File: src/rtl/p_sync_evt_cnt_if.sv
// Event-counter handshake bundle: synchronized input and controls toward the
// counter, with the pulse, count batch and overflow flag coming back.
interface p_sync_evt_cnt_if #(
  parameter int CNT_W = 4
) ();
  logic             d_sync;
  logic             mode;
  logic             evt_ready;
  logic             ovf_clr;
  logic             pulse;
  logic             evt_valid;
  logic [CNT_W-1:0] evt_count;
  logic             ovf;

  modport master (
    output d_sync, mode, evt_ready, ovf_clr,
    input  pulse, evt_valid, evt_count, ovf
  );

  modport slave (
    input  d_sync, mode, evt_ready, ovf_clr,
    output pulse, evt_valid, evt_count, ovf
  );
endinterface

File: src/rtl/p_sync_evt_cnt.sv
// Turns a synchronized level/toggle signal into event pulses, batches them in a
// saturating accumulator and presents each batch over valid/ready.
module p_sync_evt_cnt #(
  parameter int CNT_W = 4
) (
  input  logic           clk,
  input  logic           clr,
  p_sync_evt_cnt_if.slave bus
);

  localparam logic [CNT_W-1:0] MAX = {CNT_W{1'b1}};

  function automatic logic [CNT_W-1:0] sat_inc(input logic [CNT_W-1:0] a,
                                               input logic             inc);
    logic [CNT_W:0] s;
    s = {1'b0, a} + {{CNT_W{1'b0}}, inc};
    return s[CNT_W] ? MAX : s[CNT_W-1:0];
  endfunction

  logic             r_d_prev;
  logic             r_primed;
  logic [CNT_W-1:0] r_acc;
  logic             r_pulse;
  logic             r_evt_valid;
  logic [CNT_W-1:0] r_evt_count;
  logic             r_ovf;

  logic             w_edge;
  logic             w_free;
  logic [CNT_W-1:0] w_sum;
  logic             w_ovf_set;

  // Edge detection is gated by primed so the first sampled level is never an event.
  always_comb begin
    w_edge = 1'b0;
    if (r_primed) begin
      if (bus.mode) w_edge = bus.d_sync & ~r_d_prev;
      else          w_edge = bus.d_sync ^ r_d_prev;
    end
    w_free    = ~r_evt_valid | bus.evt_ready;
    w_sum     = sat_inc(r_acc, w_edge);
    w_ovf_set = w_edge & (r_acc == MAX);
  end

  // Stage p0 -> registered outputs and accumulator.
  always_ff @(posedge clk or posedge clr) begin
    if (clr) begin
      r_d_prev    <= 1'b0;
      r_primed    <= 1'b0;
      r_acc       <= '0;
      r_pulse     <= 1'b0;
      r_evt_valid <= 1'b0;
      r_evt_count <= '0;
      r_ovf       <= 1'b0;
    end else begin
      r_d_prev <= bus.d_sync;
      r_primed <= 1'b1;
      r_pulse  <= w_edge;
      if (w_free) begin
        if (w_sum != '0) begin
          r_evt_valid <= 1'b1;
          r_evt_count <= w_sum;
          r_acc       <= '0;
        end else begin
          r_evt_valid <= 1'b0;
        end
      end else begin
        r_acc <= w_sum;
      end
      // Set has priority over clear so a loss in the clearing cycle is not hidden.
      if (w_ovf_set)        r_ovf <= 1'b1;
      else if (bus.ovf_clr) r_ovf <= 1'b0;
    end
  end

  assign bus.pulse     = r_pulse;
  assign bus.evt_valid = r_evt_valid;
  assign bus.evt_count = r_evt_count;
  assign bus.ovf       = r_ovf;

endmodule

File: src/flat_wrapper.sv
// flat-port wrapper written by rule: the top's interface ports become plain ports
module p_sync_evt_cnt_flat 
#(
  parameter int CNT_W = 4
)
  (clk, clr, bus_d_sync, bus_mode, bus_evt_ready, bus_ovf_clr, bus_pulse, bus_evt_valid, bus_evt_count, bus_ovf);
  p_sync_evt_cnt_if #(.CNT_W(CNT_W)) bus_i ();
  input  logic clk;
  input  logic clr;
  input wire logic [$bits(bus_i.d_sync)-1:0] bus_d_sync;
  input wire logic [$bits(bus_i.mode)-1:0] bus_mode;
  input wire logic [$bits(bus_i.evt_ready)-1:0] bus_evt_ready;
  input wire logic [$bits(bus_i.ovf_clr)-1:0] bus_ovf_clr;
  output wire logic [$bits(bus_i.pulse)-1:0] bus_pulse;
  output wire logic [$bits(bus_i.evt_valid)-1:0] bus_evt_valid;
  output wire logic [$bits(bus_i.evt_count)-1:0] bus_evt_count;
  output wire logic [$bits(bus_i.ovf)-1:0] bus_ovf;
  assign bus_i.d_sync = bus_d_sync;
  assign bus_i.mode = bus_mode;
  assign bus_i.evt_ready = bus_evt_ready;
  assign bus_i.ovf_clr = bus_ovf_clr;
  assign bus_pulse = bus_i.pulse;
  assign bus_evt_valid = bus_i.evt_valid;
  assign bus_evt_count = bus_i.evt_count;
  assign bus_ovf = bus_i.ovf;
  p_sync_evt_cnt #(.CNT_W(CNT_W)) u_core (.clk(clk), .clr(clr), .bus(bus_i));
endmodule
File: config.mk
export PLATFORM = sky130hd
export DESIGN_NAME = p_sync_evt_cnt_flat
export DESIGN_NICKNAME = d
export VERILOG_FILES = /design/src/rtl/p_sync_evt_cnt_if.sv /design/src/rtl/p_sync_evt_cnt.sv /design/src/flat_wrapper.sv
export SDC_FILE = /design/constraint.sdc
export NUM_CORES = 1
export LEC_CHECK = 0
export CAP_MARGIN = 20
export CORE_MARGIN = 1.5
export CORE_UTILIZATION = 43
export CTS_BUF_LIST = sky130_fd_sc_hd__clkbuf_16
export DETAILED_ROUTE_END_ITERATION = 12
export PLACE_DENSITY = 0.71
export RECOVER_POWER = 50
export SYNTH_ARGS = -nofsm -noshare
export SYNTH_HDL_FRONTEND = slang
export SYNTH_SLANG_ARGS = --single-unit
export TNS_END_PERCENT = 5
File: constraint.sdc
create_clock -name clk -period 1.85 [get_ports clk]
set_input_delay 0.185 -clock clk [delete_from_list [all_inputs] [get_ports clk]]
set_output_delay 0.185 -clock clk [all_outputs]
set_load 0.05 [all_outputs]
==> metrics.md <==
| Metric | Value |
|---|---|
| H-tree levels | 1 |
| Switch share | approximately a third |
| Die X-Extent | 41.6 um |
| Remaining DRCs | 0 |
| CP endpoint kind | register |
| Crit Path Category | reg2reg |
| Final Cycle Share | 105% |
| Final Max Slew Viols | 0 |
| Clock Latency Late Sink | 0.24 ns |
| Layout area overhead | 63.2% |
| Ys Warns | 0 |
| Vias per inst | between 5 and 6 |
| Fin nets | 101 |
| Yosys cell types | 24 |
| Fin cells | 106 |
| Core area | 1350 um2 |
| RSZ-0062 raised after global routing | yes |
| Io pins | 13 |
| Clk root buf | clkbuf_16 |
| Worst-path fanout max | 5 |
| Seq/Total Area, Yosys | 50.9% |
| Post-DP HPWL | 976 um |
| Lkg Pwr | 0.000465 uW |
| Max Cap Viol | 0 |
| Initial core utilization | 47.4% |
| Cell Area, Synth | 639 um2 |
| Internal | 895 uW |
| Ys flop type | dfrtp_1 |
| Initial antenna violation count | 0 |
| Final GP Congestion | 0.789 |
| Drt pass-1 iters | 4 |
| Fmax achieved | 515 MHz |
| Total track usage | between 20% and 30% |
| Routed len/inst | 16.3 um |
| Clock edge transition at the registers on the reported setup and hold paths | 0.05 ns |
| Largest net degree at the start of global routing | 14 |
| Gate power share | 43.2% |
| Grt total ovfl | 0 |
| Cts bufs inserted | 3 |
| Switch Pwr | 484 uW |
| Hold Crit Class | in2reg |
| Crit path launch type | register |
| Clock skew | 0.00767 ns |
| Power, Total | 1380 uW |
| Share of power burned in registers | between 20% and 30% |
| Rows | 13 |
| Clock Sink Count | 13 |
| Final setup violating endpoints | 8 |
| Clock tree buffer depth | 2 |
| CTS tree | built |
| Antenna cells | 0 |
| Area taken by flip-flops and latches | 325 um2 |
| Port Buf Inserts | 12 |
| Minimum clock period | 1.94 ns |
| Violated checks | negative setup slack |
| Via count | 573 |
| Multi-input gate area in the final layout | 348 um2 |
| Vias in the first global route | 555 |
| Synth Instances | 61 |
| Status | complete, but fails checks |
| Post-route setup slack | -0.0917 ns |
| Fill cells | 80 |
| Die Ht | 41.6 um |
| Final Routed Wirelength | 1730 um |
| Clk pwr share | 29.1% |
| Post-synth EDFFs | 0 |
| Placed cells | 94 |
| Hold violation total from the final report | 0 |
| 1st-iter DRT viols | 20 |
| Seq cells post-synth | 13 |
| Peak VDD IR | 1.18 mV |
| Final Util | 77.3% |
| Syn_area_per_cell | 10.5 um2 |
| Crit path DAT | 2.11 ns |
| Post-route ant nets | 0 |
| Pwr/cell area | 1320 nW/um2 |
| Slew at the pin closest to its max-slew limit | around 0.52 ns |
| First-pass GRT wire length | 2690 um |
| Slew HR | around 65% |
| Post-synth ARST share | 100% |
| Syn nets | 70 |
| Data required time of the worst path | between 2 and 2.5 ns |
| Layout cells sized above 1 | 35.2% |
| Die area | 1730 um2 |
[what timing repair did]
action	4_1_cts	5_1_grt
pin swaps	9	3
endpoints found under the setup margin	9	10
gates cloned	0	0
setup buffers	7	1
hold buffers	0	0
gates resized for setup	10	10
[through the flow]
step	cell area, um2	setup TNS (ns)	hold slack [ns]	worst slack [ns]
after floorplan	639	-0.192	0.0620	-0.0486
after global placement	820	-3.68	0.469	-0.468
after detailed placement	820	-3.86	0.473	-0.508
after CTS	992	-0.467	0.204	-0.0899
after global routing	1040	-1.25	0.217	-0.189
final	1040	-0.474	0.208	-0.0917
[cells in the final DEF (no fill, tap or decap), types with 3 or more instances in the layout]
master | synthesis | final
dfrtp_1 | 13 | 13
clkbuf_16 | 0 | 3
buf_4 | 0 | 10
nand2_1 | 4 | 3
nor2_1 | 6 | 4
buf_6 | 1 | 5
clkdlybuf4s50_1 | 0 | 10
inv_1 | 6 | 6
nor2b_1 | 3 | 3
[power by group through the flow]
| stage | logic (uW) | clock network, uW | registers (uW) |
|---|---|---|---|
| after floorplan | 189 | 0 | 486 |
| after global placement | 482 | 0 | 373 |
| after detailed placement | 487 | 0 | 374 |
| after CTS | 535 | 406 | 374 |
| after global routing | 628 | 433 | 383 |
| final | 595 | 401 | 382 |
[area by class of cell]
class	count	share of cell area, %
clock inverters	1	0.360
repair buffers	27	24.0
multi-input cells	41	33.3
flip-flops and latches	13	31.2
inverters	6	2.16
well taps	15	1.80
clock buffers	3	7.19
[metal layers]
metal  wire [um]  GRT usage, %
met1         753          28.0
met2         924          32.5
met3          52          7.83
met4           0          7.10
met5           0             0
[synth_stat cells (2+ instances only)]
cell type / count / area [um2]
ha_1: 3 / 37.5
dfrtp_1: 13 / 325
inv_1: 6 / 22.5
a21oi_1: 2 / 10.0
o22ai_1: 2 / 12.5
a31oi_1: 2 / 12.5
nand4_1: 2 / 12.5
nand2b_1: 2 / 12.5
nor2_1: 6 / 22.5
o21ai_1: 2 / 10.0
nand2_1: 4 / 15.0
nor2b_1: 3 / 18.8
a221o_1: 2 / 20.0
a31o_1: 2 / 17.5
[kinds of logic (layout without fill, tap and decap cells)]
kind of cell / after synthesis / after routing / synth area share [%]
fa+ha+maj: 3 / 3 / 5.87
simple gates: 20 / 20 / 15.3
buf+inv: 7 / 37 / 5.28
other cells: 1 / 1 / 0.587
mux: 1 / 1 / 2.15
compound gates: 16 / 16 / 20.0
flops: 13 / 13 / 50.9
[final timing paths]
check	startpoint	to	slack [ns]	depth (start not counted)
worst max-delay path	u_core.r_d_prev	u_core.r_acc[2]	-0.09	11
min in group asynchronous	clr	u_core.bus.pulse	0.40	2
worst max register to register	u_core.r_d_prev	u_core.r_acc[2]	-0.09	11
worst min register to register	u_core.bus.evt_count[1]	u_core.bus.evt_count[1]	0.53	1
max in group asynchronous	clr	u_core.bus.evt_valid	1.11	2
worst min-delay path	bus_d_sync	u_core.r_d_prev	0.21	1
[flip-flops by register name, summed over array words and instances, names as in the netlist]
register / count
u_core.bus.evt_count: 4
u_core.r_acc: 4
u_core.bus.evt_valid: 1
u_core.bus.ovf: 1
u_core.bus.pulse: 1
u_core.r_d_prev: 1
u_core.r_primed: 1
[worst max-delay path, stage by stage (launching register included)]
cell	delay (ns)
dfrtp_1	0.32
inv_1	0.04
ha_1	0.27
o21ai_1	0.05
nand2_1	0.10
inv_2	0.07
ha_4	0.16
ha_4	0.17
nand2b_1	0.15
mux2i_2	0.26
nand4_1	0.16
o21ai_1	0.12
No activity file was read; power rests on OpenSTA's default activity.
